--- src/rtl/dbg_page_mux.sv ---
// Debug-display front end: debounces three buttons, keeps reg/page/mode state
// and packs the selected page of probe words into the registered LCD number bus.

module dbg_debounce #(
  parameter int DEB_CYC = 500000
) (
  input  logic clk_50M,
  input  logic rst_n,
  input  logic i_raw,
  output logic o_pulse
);
  localparam int CW = (DEB_CYC > 1) ? $clog2(DEB_CYC) : 1;

  logic          r_s1, r_s2, r_lvl, r_pulse;
  logic [CW-1:0] r_cnt;

  // The counter measures how long the synchronised input has disagreed with
  // the accepted level; the level flips once that run reaches DEB_CYC samples.
  always_ff @(posedge clk_50M) begin
    if (!rst_n) begin
      r_s1    <= 1'b0;
      r_s2    <= 1'b0;
      r_lvl   <= 1'b0;
      r_cnt   <= '0;
      r_pulse <= 1'b0;
    end else begin
      r_s1    <= i_raw;
      r_s2    <= r_s1;
      r_pulse <= 1'b0;
      if (r_s2 == r_lvl) begin
        r_cnt <= '0;
      end else if (r_cnt == CW'(DEB_CYC - 1)) begin
        r_lvl   <= r_s2;
        r_cnt   <= '0;
        r_pulse <= r_s2;
      end else begin
        r_cnt <= r_cnt + 1'b1;
      end
    end
  end

  assign o_pulse = r_pulse;
endmodule

module dbg_page_mux #(
  parameter int CH_W       = 32,
  parameter int NUM_CH     = 8,
  parameter int SLOTS      = 4,
  parameter int REG_W      = 5,
  parameter int TAG_EN     = 1,
  parameter int TAG_LSB    = 24,
  parameter int DEB_CYC    = 500000,
  parameter int SCROLL_CYC = 50000000,
  localparam int PAGES     = NUM_CH / SLOTS,
  localparam int PG_W      = (PAGES > 1) ? $clog2(PAGES) : 1
) (
  input  logic                    clk_50M,
  input  logic                    rst_n,
  input  logic                    btn_reg,
  input  logic                    btn_page,
  input  logic                    btn_mode,
  input  logic [NUM_CH*CH_W-1:0]  ch_data,
  output logic [REG_W-1:0]        reg_num,
  output logic [PG_W-1:0]         page,
  output logic [1:0]              mode,
  output logic [SLOTS*CH_W-1:0]   num_out
);
  localparam int SC_W = (SCROLL_CYC > 1) ? $clog2(SCROLL_CYC) : 1;

  typedef enum logic [1:0] {M_LIVE = 2'd0, M_AUTO = 2'd1, M_HOLD = 2'd2, M_BAD = 2'd3} mode_e;

  logic [2:0] w_raw, w_pulse;
  assign w_raw = {btn_mode, btn_page, btn_reg};

  for (genvar g = 0; g < 3; g++) begin : g_deb
    dbg_debounce #(.DEB_CYC(DEB_CYC)) u_deb (
      .clk_50M (clk_50M),
      .rst_n   (rst_n),
      .i_raw   (w_raw[g]),
      .o_pulse (w_pulse[g])
    );
  end

  mode_e                        r_mode, w_mode_nxt;
  logic [REG_W-1:0]             r_reg;
  logic [PG_W-1:0]              r_page, w_page_nxt;
  logic [SC_W-1:0]              r_scnt;
  logic                         w_tick;
  logic [SLOTS*CH_W-1:0]        r_num;

  assign w_tick = (r_mode == M_AUTO) && (r_scnt == SC_W'(SCROLL_CYC - 1));

  always_comb begin
    w_mode_nxt = r_mode;
    case (r_mode)
      M_LIVE:  if (w_pulse[2]) w_mode_nxt = M_AUTO;
      M_AUTO:  if (w_pulse[2]) w_mode_nxt = M_HOLD;
      M_HOLD:  if (w_pulse[2]) w_mode_nxt = M_LIVE;
      default: w_mode_nxt = M_LIVE;
    endcase
  end

  // Manual press and scroll tick coinciding still advance by one page.
  always_comb begin
    w_page_nxt = r_page;
    if (w_pulse[1] || w_tick)
      w_page_nxt = (r_page == PG_W'(PAGES - 1)) ? '0 : r_page + 1'b1;
  end

  always_ff @(posedge clk_50M) begin
    if (!rst_n) begin
      r_mode <= M_LIVE;
      r_reg  <= '0;
      r_page <= '0;
      r_scnt <= '0;
    end else begin
      r_mode <= w_mode_nxt;
      r_reg  <= r_reg + REG_W'(w_pulse[0]);
      r_page <= w_page_nxt;
      // Held at zero outside AUTO, so entering AUTO always starts a fresh dwell.
      if (r_mode != M_AUTO || w_pulse[1] || w_tick) r_scnt <= '0;
      else                                          r_scnt <= r_scnt + 1'b1;
    end
  end

  logic [PAGES-1:0][SLOTS-1:0][CH_W-1:0] w_pages;
  logic [SLOTS-1:0][CH_W-1:0]            w_live;
  logic [CH_W-1:0]                       w_tag;

  assign w_pages = ch_data;
  assign w_tag   = CH_W'(r_reg) << TAG_LSB;

  always_comb begin
    w_live = w_pages[r_page];
    if (TAG_EN != 0) w_live[0] = w_live[0] | w_tag;
  end

  // The edge that enters HOLD still sees the old mode, capturing a final live value.
  always_ff @(posedge clk_50M) begin
    if (!rst_n)                r_num <= '0;
    else if (r_mode != M_HOLD) r_num <= w_live;
  end

  assign reg_num = r_reg;
  assign page    = r_page;
  assign mode    = r_mode;
  assign num_out = r_num;
endmodule

--- config.mk ---
export PLATFORM = sky130hd
export DESIGN_NAME = dbg_page_mux
export DESIGN_NICKNAME = d
export VERILOG_FILES = /design/src/rtl/dbg_page_mux.sv
export SDC_FILE = /design/constraint.sdc
export NUM_CORES = 1
export LEC_CHECK = 0
export BUFFER_PORTS_ARGS = -buffer_cell sky130_fd_sc_hd__buf_2
export CAP_MARGIN = 5
export CORE_AREA = 2 2 156 158
export DETAILED_ROUTE_END_ITERATION = 10
export DIE_AREA = 0 0 158 160
export GPL_TIMING_DRIVEN = 0
export PLACE_DENSITY_LB_ADDON = 0.08
export RECOVER_POWER = 25
export SLEW_MARGIN = 10
export SYNTH_ARGS = -nofsm -noshare
export SYNTH_HDL_FRONTEND = slang
export SYNTH_SLANG_ARGS = --single-unit
--- constraint.sdc ---
create_clock -name clk_50M -period 2.74 [get_ports clk_50M]
set_input_delay 0.274 -clock clk_50M [delete_from_list [all_inputs] [get_ports clk_50M]]
set_output_delay 0.274 -clock clk_50M [all_outputs]
set_load 0.02 [all_outputs]
==> results.md, run 1 <==
- Status: completed
- Tot Pwr: ~0.0074 W
- Die area: 25280 sq um
- MaxCap Viol Count: 0
- Number of nets in the layout: 1786
- CP dominant cell by count: clkbuf_1
- FF+latch count, synth: 231
- Post-synth top flop: dfxtp_1
- Crit start category: flop
- Postcts setup bufs: 0
- DRT Wirelength: 33.05 mm
- Asr flop ratio synth: 0%
- Row cnt: 57
- Switching Power: 0.001751 W
- Via count of the first global-routing pass: 9029
- Min Tclk post-route: 2.577 ns
- GR peak layer: met2
- Die X: 158 microns
- Clk sink count: approximately 230
- Syn Inst Count: between 1k and 1.5k
- Tcrit/Tclk final: 94.05%
- Netlist Area Pre-Place: 10060 sq um
- GRT Residual Overflow: 0
- Pwr dens: around 560 nW/um^2
- Starting Density: 42.24%
- Crit-path max cell delay: approximately 0.60 ns
- HPWL Detailed: 25.29 mm
- Switching share of power: 23.55%
- Setup violations, final: 0
- TritonCTS clock tree: built
- Port Buffer Count: 396
- Dpl ws: -0.4232 ns
- Clock network power share: 44.0%
- Rel. slew slack: 33.58%
- Critical Path Sink Type: flop
- Drt first pass iters: 4
- FMAX: 0.3881 GHz
- Crit path setup slack, layout: 0.1630 ns
- Combinational Power Share: roughly 8.6%
- Required time worst endpoint: 3.11 ns
- Largest net degree at the start of global routing: 13
- Gpl congestion: 0.8468
- Met2 usage: between 40% and 50%
- Final slew viol count: 0
- Num CTS Buffers: 25
- H-Tree Depth: 1
- Syn Nets: 1360
- Ant. Diodes: 0
- Commonest non-fill, non-tap cell in the layout: buf_2
- Worst setup path class: flop to flop
- GRT Overall Usage: 24.78%
- Most frequent cells in the layout: 318 x buf_2, 231 x dfxtp_1, 198 x nor2_1, 145 x clkbuf_1, 128 x a211oi_1
- Part of the power in registers: 47.4%
- Placed cell areas: between 10000 and 15000 sq um
- Worst-path clk slew: 0.06 ns
- Grt met3 use: 5.889%
- ANT nets after route: 0
- Post-synth EDFFs: 0
- Leak pwr: ~5 nW
- Avg WL per Cell: roughly 18 microns
- CTS root buf: clkbuf_16
- Initial DRC Count: 472
- Design area: about 13000 sq um
- M1 GR Usage: 31.74%
- Final hold viol count: 0
- Vias per inst: between 5 and 6
- WP buf/inv: 3
- DIE HEIGHT: roughly 160 microns
- Final hold slack: 0.06223 ns
- Fraction of layout instances using a drive strength above 1: 24.90%
- Skew-Pair Late Insertion Delay: slightly above 0.5 ns
- Fill cells: around 2.3k
- Critical path peak fanout: 10
- CP max stage cell: clkbuf_1
- Area grow syn2layout: 30.96%
- Residual DRC: 0
- Post-Syn Area per Cell: between 9 and 10 sq um
- Yosys warnings: 0
- Critical Path AT: 2.95 ns
- Unrepaired setup endpoints after global routing: no
- Delay-heaviest family, CP: buffers and inverters
- CTS max path bufs: 3
- Hold Path Class: input port to flop
- Std-Cell Core Area: 23820 sq um
- Worst Max-Slew Pin Slew: between 0.9 and 1 ns
- Yosys cell types: 48
- Top-level I/O count: 397
- Peak VDD IR: 0.0003152 V
- First-pass GRT wire length: roughly 49 mm
- Setup Skew: 0.01170 ns
- Initial antenna violation count: 0
- Vias post-DR: 9492
- Internal: 0.005683 W
- Critical-path cell list: clkbuf_1 > clkbuf_2 > clkbuf_1 > mux2i_1 > a211oi_1
- Seq/Total Area, Yosys: 45.96%
## per-layer routing
| layer | vias to the layer above | part of all wire [%] |
|---|---|---|
| met4 | 0 | 1.4 |
| met1 | 4380 | 44 |
| li1 | 4781 | - |
| met2 | 292 | 48 |
| met3 | 39 | 7.3 |
| met5 | - | 0 |
## synthesized netlist by cell type (all sizes together), types with 2 or more instances
cell / count / area, sq um
inv: 17 / 63.81
a211oi: 128 / 960.9
or3: 18 / 112.6
o21bai: 2 / 26.28
clkbuf: 67 / 252.7
and4: 3 / 26.28
buf: 5 / 33.78
or4: 19 / 157.7
o31ai: 9 / 67.56
dfxtp: 231 / 4624
nand2: 33 / 123.9
or2: 4 / 25.02
nand2b: 2 / 12.51
ha: 6 / 75.07
or3b: 2 / 17.52
nand4: 19 / 125.1
o21ai: 24 / 142.6
xor2: 17 / 148.9
o21a: 2 / 15.01
nand3b: 2 / 15.01
a21oi: 32 / 160.2
mux2i: 124 / 1241
nor2b: 5 / 31.28
and2: 8 / 50.05
or4b: 4 / 40.04
nor3: 14 / 70.07
and3: 3 / 20.02
nand3: 30 / 150.1
nor3b: 3 / 22.52
nor4: 16 / 100.1
xnor2: 40 / 350.3
nor2: 198 / 743.2
## sequential cells by signal, indices dropped and copies added, names as in the netlist
name,flops
g_deb.u_deb.o_pulse,3
mode,2
num_out,128
g_deb.u_deb.r_lvl,3
g_deb.u_deb.r_s1,3
reg_num,5
page,1
g_deb.u_deb.r_s2,3
r_scnt,26
g_deb.u_deb.r_cnt,57
## cell type report
type | count | area [sq um] | area share [%]
multi-input combinational | 773 | 5087 | 38.61
clock inverter | 4 | 45.04 | 0.3418
sequential | 231 | 4624 | 35.09
inverter | 17 | 63.81 | 0.4842
clock buffer | 38 | 744.5 | 5.649
timing repair buffer | 399 | 1914 | 14.53
buffer | 72 | 292.8 | 2.222
tap | 324 | 405.4 | 3.076
## repair_timing
action / 4_1_cts / 5_1_grt
endpoints found under the setup margin: 52 / 4
hold buffers: 3 / 0
endpoints found under the hold margin: 3 / 0
gates resized for setup: 3 / 4
## final timing paths
kind	slack, ns	depth (start not counted)	endpoint	startpoint
max	0.16	5	num_out[10]$_SDFFE_PN0P_	page$_SDFFE_PN0P_
min	0.06	3	num_out[25]$_SDFFE_PN0P_	ch_data[153]
max reg2reg	0.16	5	num_out[10]$_SDFFE_PN0P_	page$_SDFFE_PN0P_
min reg2reg	0.43	1	g_deb[0].u_deb.r_s2$_SDFF_PN0_	g_deb[0].u_deb.r_s1$_SDFF_PN0_
## tightest hold or removal path: stages
cell      delay, ns
buf_2          0.07
a211oi_1       0.06
a21oi_1        0.12
## cell families after synthesis
| kind of cell | share of synthesized area [%] |
|---|---|
| AOI/OAI and AO/OA | 13.90 |
| xor gates and xnor gates | 4.961 |
| adders and majority gates | 0.7461 |
| buffers and inverters | 3.482 |
| DFF | 45.96 |
| muxes | 12.34 |
| and+or+nand+nor | 18.61 |
## power groups by stage
stage                     Clock, W  Combinational [W]  Sequential (W)
after floorplan                  0           0.000153         0.00372
after global placement           0           0.000655         0.00359
after detailed placement         0           0.000656         0.00360
after CTS                  0.00334           0.000662         0.00352
after global routing       0.00349           0.000690         0.00354
final                      0.00327           0.000639         0.00352
## metrics by stage
stage	setup TNS (ns)	std cells	utilization (%)
2_1_floorplan	0	1093	-
3_3_place_gp	-6.571	1813	52.26
3_5_place_dp	-8.975	1813	52.26
4_1_cts	0	1858	55.72
5_1_grt	0	1858	55.32
6_report	0	1858	55.32
(Power assumes the default switching activity.)
==> run 2: changes to the inputs <==
--- a/config.mk
+++ b/config.mk
@@ -7,13 +7,16 @@
 export LEC_CHECK = 0
 export BUFFER_PORTS_ARGS = -buffer_cell sky130_fd_sc_hd__buf_2
 export CAP_MARGIN = 5
-export CORE_AREA = 2 2 156 158
+export CORE_AREA = 2 2 152 154
+export CTS_CLUSTER_SIZE = 12
 export DETAILED_ROUTE_END_ITERATION = 10
-export DIE_AREA = 0 0 158 160
+export DIE_AREA = 0 0 154 156
 export GPL_TIMING_DRIVEN = 0
 export PLACE_DENSITY_LB_ADDON = 0.08
 export RECOVER_POWER = 25
+export REMOVE_ABC_BUFFERS = 1
 export SLEW_MARGIN = 10
 export SYNTH_ARGS = -nofsm -noshare
 export SYNTH_HDL_FRONTEND = slang
+export SYNTH_HIERARCHICAL = 1
 export SYNTH_SLANG_ARGS = --single-unit
==> run 2 against run 1 <==
Compared with the run above: the run now ends with capacitance limit, slew limit left; flip-flop and latch count stayed put; utilization rose by 4.6 points; first-iteration DRC count down 8.7%; largest cell class unchanged.
==> results.md, run 2 <==
- Num CTS Buffers: 26 (+4.0%)
- Yosys warnings: 6 (+6)
- Commonest non-fill, non-tap cell in the layout: buf_2
- Final hold viol count: 0 (unchanged)
- Finished Layout Cells: 1750 (-5.8%)
- Commonest cells in the netlist: 231 x dfxtp_1, 147 x nand2_1, 130 x mux2i_1, 123 x o211a_1, 71 x nor2_1
- Setup Skew: 0.01883 ns (+0.007135 ns)
- DIE HEIGHT: 156 microns (-2.5%)
- Initial antenna violation count: 0 (unchanged)
- Min Tclk post-route: 2.500 ns (-0.07721 ns)
- Most frequent cell after synthesis: dfxtp_1
- Leading area contributor after synthesis: dfxtp_1
- Post-synth EDFFs: 0 (unchanged)
- Rel. slew slack: -25.17% (-59 points)
- Most frequent cells in the layout: 320 x buf_2, 230 x dfxtp_1, 147 x nand2_1, 130 x mux2i_1, 123 x o211a_1
- DRT Wirelength: 28.70 mm (-13%)
- Vias post-DR: 9226 (-2.8%)
- Critical Path AT: 2.84 ns (-0.11 ns)
- Crit start category: flop
- Number of nets in the layout: 1716 (-3.9%)
- Post-Syn Area per Cell: 9.643 sq um (+4.7%)
- GRT Overall Usage: 22.96% (-1.8 points)
- Port Buffer Count: 396 (unchanged)
- Largest register FFs: 128 (unchanged)
- Failing checks: capacitance limit, slew limit
- Skew-Pair Late Insertion Delay: 0.52 ns (about the same)
- Fill cells: 2044 (-13%)
- HPWL Detailed: 21.62 mm (-15%)
- Register area: 4628 sq um (about the same)
- Syn Inst Count: 1085 (-0.73%)
- Final hold slack: 0.05407 ns (-0.008158 ns)
- Asr flop ratio synth: 0% (unchanged)
- Area contributors post-synth: dfxtp_1 44%, mux2i_1 12%, o211a_1 12%
- Crit path setup slack, layout: 0.2402 ns (+0.07721 ns)
- Yosys cell types: 45 (-6.3%)
- Largest net degree at the start of global routing: 95 (+82)
- Post-synth top flop: dfxtp_1
- Top-area cell type share of the netlist area: 44.20% (-1.8 points)
- Inst Count DP: 1703 (-6.1%)
- Critical path peak fanout: 26 (+16)
- Critical Path Sink Type: flop
- Leak pwr: 6.113 nW (+21%)
- Placed cell areas: 12700 sq um (+2.0%)
- Multi-input gate area: 5505 sq um (+8.2%)
- Drt first pass iters: 5 (+1)
- Peak VDD IR: 0.0004050 V (+29%)
- Design area: 13400 sq um (+1.7%)
- Gpl congestion: 0.8227 (-2.8%)
- Dpl ws: 0.2046 ns (+0.6278 ns)
- Starting Density: 46.78% (+4.5 points)
- Post-CTS sizing: 0 (-3)
- Die area: 24020 sq um (-5.0%)
- Area grow syn2layout: 28.07%
- Netlist Area Pre-Place: 10460 sq um (+4.0%)
- Tcrit/Tclk final: 91.23% (-2.8 points)
- Required time worst endpoint: 3.08 ns (-0.03 ns)
- H-Tree Depth: 1 (unchanged)
- CP max stage cell: o21ai_2
- Unrepaired setup endpoints after global routing: no
- CTS root buf: clkbuf_16
- Worst-path clk slew: 0.06 ns (about the same)
- Status: complete, but fails checks
- TritonCTS clock tree: built
- Worst setup path class: flop to flop
- Top-level I/O count: 397 (unchanged)
- Fraction of layout instances using a drive strength above 1: 26.42% (+1.5 points)
- First-pass GRT wire length: 44.86 mm (-8.4%)
- Crit-path max cell delay: 0.89 ns (+0.29 ns)
- Critical-path cell list: ha_1 > nand3_2 > or4_1 > o21ai_2 > a21oi_1
- Pwr dens: 556.5 nW/um^2 (-1.4%)
- Residual DRC: 0 (unchanged)
- Setup violations, final: 0 (unchanged)
- Initial DRC Count: 431 (-8.7%)
- Via count of the first global-routing pass: 8689 (-3.8%)
- Vias per inst: 5.272 (+3.2%)
- FF+latch count, synth: 231 (unchanged)
- Hold Path Class: input port to flop
- Seq/Total Area, Yosys: 44.20% (-1.8 points)
- Row cnt: 55 (-3.5%)
- Worst Max-Slew Pin Slew: 1.878 ns (+0.8813 ns)
- Avg WL per Cell: 16.40 microns (-7.8%)
- Ant. Diodes: 0 (unchanged)
- GRT Residual Overflow: 0 (unchanged)
- Final slew viol count: 95 (+95)
- Final TNS setup: 0 ns (unchanged)
- FMAX: 0.4000 GHz (+3.1%)
- ANT nets after route: 0 (unchanged)
- Die X: 154 microns (-2.5%)
- MaxCap Viol Count: 1 (+1)
- CTS max path bufs: 3 (unchanged)
- Clk sink count: 231 (unchanged)
- Std-Cell Core Area: 22370 sq um (-6.1%)
==> run 2: worst paths after layout <==
check                           slack [ns]  cells after the start                            from                        endpoint
worst max-delay path                  0.24                      5            r_scnt[0]$_SDFF_PP0_           r_scnt[25]$_SDFF_PP0_
worst max register to register        0.24                      5            r_scnt[0]$_SDFF_PP0_           r_scnt[25]$_SDFF_PP0_
worst min-delay path                  0.05                      3                    ch_data[155]        num_out[27]$_SDFFE_PN0P_
worst min register to register        0.43                      1  g_deb[0].u_deb/r_s1$_SDFF_PN0_  g_deb[0].u_deb/r_s2$_SDFF_PN0_
==> run 2: per-stage QoR <==
stage          total power, W  util [%]
2_1_floorplan        0.003901         -
3_3_place_gp         0.004295     55.98
3_5_place_dp         0.004298     56.80
4_1_cts              0.007575     60.48
5_1_grt              0.007766     59.91
6_report             0.007456     59.91
==> run 2: area by class of cell <==
type	instances	area share, %
Multi-Input combinational cell	771	41.09
Sequential cell	231	34.54
Timing Repair Buffer	405	15.40
Clock buffer	34	5.313
Tap cell	285	2.661
Clock inverter	10	0.6070
Inverter	14	0.3922
==> run 2: cells by family (layout without fill, tap and decap cells) <==
logic type,Yosys count,in the layout,synth area share (%)
AND/OR/NAND/NOR,392,392,18.81
adder cells (fa/ha/maj),6,6,0.7175
buffers and inverters,83,463,3.181
XOR/XNOR,62,62,5.190
multiplexers,130,130,12.44
AO/OA/AOI/OAI,181,181,15.46
flip-flops,231,231,44.20
==> run 2: worst max-delay path, delay by kind of cell, from the launching register on <==
family	cells	cell delay [ns]
AOI/OAI and AO/OA	2	0.99
adders and majority gates	1	0.24
and+or+nand+nor	2	0.70
DFF	1	0.39
==> run 2: metal layers <==
metal	up-vias	part of all wire [%]	GRT usage, %
li1	4635	-	-
met1	4251	45	31.02
met2	288	46	37.39
met3	52	6.2	4.222
met4	0	2.7	7.210
met5	-	0	0
==> run 2: power by group <==
group          internal [W]  total [W]  switching (W)  leakage (nW)
clock network       0.00192    0.00325        0.00133         0.398
registers           0.00347    0.00352      0.0000569          1.90
logic              0.000312   0.000685       0.000373          3.82
total               0.00569    0.00746        0.00176          6.11
==> run 2: what timing repair did <==
item                                   4_1_cts  5_1_grt
setup buffers                                0        0
endpoints found under the hold margin        3        0
hold buffers                                 3        0
==> run 3: changes to the inputs <==
--- a/config.mk
+++ b/config.mk
@@ -6,11 +6,11 @@
 export NUM_CORES = 1
 export LEC_CHECK = 0
 export BUFFER_PORTS_ARGS = -buffer_cell sky130_fd_sc_hd__buf_2
-export CAP_MARGIN = 5
-export CORE_AREA = 2 2 152 154
+export CORE_AREA = 2 2 155 157
+export CTS_BUF_LIST = sky130_fd_sc_hd__clkbuf_2
 export CTS_CLUSTER_SIZE = 12
 export DETAILED_ROUTE_END_ITERATION = 10
-export DIE_AREA = 0 0 154 156
+export DIE_AREA = 0 0 157 159
 export GPL_TIMING_DRIVEN = 0
 export PLACE_DENSITY_LB_ADDON = 0.08
 export RECOVER_POWER = 25
==> run 3 against run 2 <==
Compared with the run above: the run now ends clean; flip-flop and latch count did not move; hold slack improved by 0.14 ns; via count rose by 18%; critical path type unchanged; largest power group unchanged; highest routed layer unchanged.
==> results.md, run 3 (synthesis gave the netlist of run 2 again) <==
- Hold endpoint: g_deb[0].u_deb/r_s1$_SDFF_PN0_
- Fill cells: 1826 (-11%)
- Die area: 24960 sq um (+3.9%)
- Final slew viol count: 0 (-100%)
- Top-level I/O count: 397 (unchanged)
- Worst r2r src: page$_SDFFE_PN0P_
- Required time worst endpoint: 3.45 ns (+0.37 ns)
- Setup Skew: 0.08013 ns (+0.06130 ns)
- Hold_sp: btn_reg
- Status: completed
- RR Endpoint: num_out[101]$_SDFFE_PN0P_
- Crit start category: flop
- DIE HEIGHT: 159 microns (+1.9%)
- HPWL Detailed: 21.58 mm (-0.16%)
- Post-CTS sizing: 0 (unchanged)
- Setup violations, final: 0 (unchanged)
- Drt first pass iters: 5 (unchanged)
- Multi-input gate area: 5513 sq um (+0.14%)
- GRT Residual Overflow: 0 (unchanged)
- Row cnt: 56 (+1.8%)
- Worst setup path class: flop to flop
- Final hold viol count: 0 (unchanged)
- ANT nets after route: 0 (unchanged)
- Most frequent cells in the layout: 317 x buf_2, 288 x dlygate4sd3_1, 230 x dfxtp_1, 147 x nand2_1, 130 x mux2i_1
- Largest register FFs: 128 (unchanged)
- Skew-Pair Late Insertion Delay: 0.83 ns (+0.31 ns)
- GRT Overall Usage: 27.35% (+4.4 points)
- Largest net degree at the start of global routing: 103 (+8.4%)
- TritonCTS clock tree: built
- Peak VDD IR: 0.0002084 V (-49%)
- Pwr dens: 424.7 nW/um^2 (-24%)
- Vias post-DR: 10.92k (+18%)
- FMAX: 0.3820 GHz (-4.5%)
- Crit path setup slack, layout: 0.1225 ns (-0.1178 ns)
- Clk sink count: 231 (unchanged)
- Residual DRC: 0 (unchanged)
- Num CTS Buffers: 59 (+130%)
- Finished Layout Cells: 2139 (+22%)
- CP max stage cell: dfxtp_4
- Via count of the first global-routing pass: 11.16k (+28%)
- Final TNS setup: 0 ns (unchanged)
- Die X: 157 microns (+1.9%)
- Number of nets in the layout: 2036 (+19%)
- CTS max path bufs: 3 (unchanged)
- Commonest non-fill, non-tap cell in the layout: buf_2
- Avg WL per Cell: 16.57 microns (+1.0%)
- Area grow syn2layout: 53.76%
- Rel. slew slack: 26.11% (+51 points)
- Worst-path clk slew: 0.11 ns (+0.05 ns)
- Vias per inst: 5.105 (-3.2%)
- Critical Path AT: 3.32 ns (+0.48 ns)
- Tcrit/Tclk final: 95.53% (+4.3 points)
- Inst Count DP: 1737 (+2.0%)
- Min Tclk post-route: 2.618 ns (+0.1178 ns)
- R2R Setup Slk: 0.12 ns (-0.12 ns)
- Hold Path Class: input port to flop
- Gpl congestion: 0.8360 (+1.6%)
- CTS root buf: clkbuf_2
- H-Tree Depth: 2 (+1)
- Initial DRC Count: 584 (+35%)
- CP startpoint: page$_SDFFE_PN0P_
- Register area: 4628 sq um (unchanged)
- DRT Wirelength: 35.45 mm (+24%)
- Critical Path Sink Type: flop
- First-pass GRT wire length: 55.47 mm (+24%)
- Hold Path Stages: 3 (unchanged)
- Initial antenna violation count: 1 (+1)
- Starting Density: 45.11% (-1.7 points)
- Critical path peak fanout: 30 (+15%)
- Critical-path cell list: buf_16 > mux2i_1 > dlygate4sd3_1 > nand2_1 > o211a_1 > dlygate4sd3_1
- Std-Cell Core Area: 23190 sq um (+3.7%)
- CP dominant cell by count: dlygate4sd3_1
- Fraction of layout instances using a drive strength above 1: 24.33% (-2.1 points)
- Unrepaired setup endpoints after global routing: no
- Worst Max-Slew Pin Slew: 1.108 ns (-0.7693 ns)
- Crit-path max cell delay: 0.62 ns (-0.27 ns)
- MaxCap Viol Count: 0 (-1)
- Dpl ws: 0.2124 ns (+0.007749 ns)
- Port Buffer Count: 396 (unchanged)
- R2r worst-path depth: 6 (+1)
- Leak pwr: 7.369 nW (+21%)
- Final core utilization: 69.36% (+9.5 points)
-- run 3: cell types whose count changed in the layout (fill, tap and decap cells not counted), moves of 3 or more --
cell,before,now
buf_2,320,317
clkinv_2,8,2
clkbuf_16,27,1
dlygate4sd3_1,3,288
inv_2,0,3
clkinv_1,0,16
clkbuf_1,81,78
diode_2,0,3
clkbuf_2,1,89
-- run 3: report_power, final --
part	switching (W)	total [W]	internal, W	leakage (nW)
clock network	0.00141	0.00227	0.000863	0.411
registers	0.0000611	0.00352	0.00346	1.90
logic	0.000459	0.00104	0.000577	5.06
-- run 3: worst max-delay path: cells and delay by family, from the launching register on --
family / cells / cell delay [ns]
AND/OR/NAND/NOR: 1 / 0.06
flip-flops: 1 / 0.62
AO/OA/AOI/OAI: 1 / 0.15
multiplexers: 1 / 0.24
buffers and inverters: 3 / 1.42
-- run 3: what timing repair did --
item	4_1_cts	5_1_grt
hold endpoints to repair	142	0
hold buffers	288	0
setup endpoints to repair	0	9
buffers inserted	0	1
-- run 3: routing by layer --
layer | vias up | GRT usage (%) | part of all wire (%)
li1 | 5321 | - | -
met1 | 5116 | 32.63 | 42
met2 | 377 | 45.87 | 48
met3 | 105 | 6.668 | 6.0
met4 | 0 | 13.18 | 4.4
met5 | - | 0 | 0
-- run 3: area by class of cell --
cell class	count	area share (%)
multi-input cells	771	34.27
well taps	319	2.481
clock buffers	88	2.738
clock inverters	21	0.5056
diodes	3	0.04667
repair buffers	692	30.86
inverters	14	0.3267
flip-flops and latches	231	28.77
-- run 3: per-stage QoR --
stage          instance area, sq um  power [W]  hold slack (ns)
3_3_place_gp                  12560   0.004299           0.4136
4_1_cts                       16140   0.006896          0.08704
6_report                      16090   0.006833           0.1904
2_1_floorplan                 10180   0.003901           0.3957
3_5_place_dp                  12740   0.004299           0.4193
5_1_grt                       16090   0.007224           0.1236
-- run 3: worst max-delay path by stage --
| stage | end | slack, ns | depth (start not counted) |
|---|---|---|---|
| after global routing | r_scnt[8]$_SDFF_PP0_ | 0.03 | 5 |
| final | num_out[101]$_SDFFE_PN0P_ | 0.12 | 6 |
| after floorplan | num_out[24]$_SDFFE_PN0P_ | -2.87 | 3 |
| after CTS | num_out[29]$_SDFFE_PN0P_ | 0.02 | 6 |
| after detailed placement | r_scnt[9]$_SDFF_PP0_ | 0.21 | 5 |
| after global placement | num_out[99]$_SDFFE_PN0P_ | -5.40 | 3 |
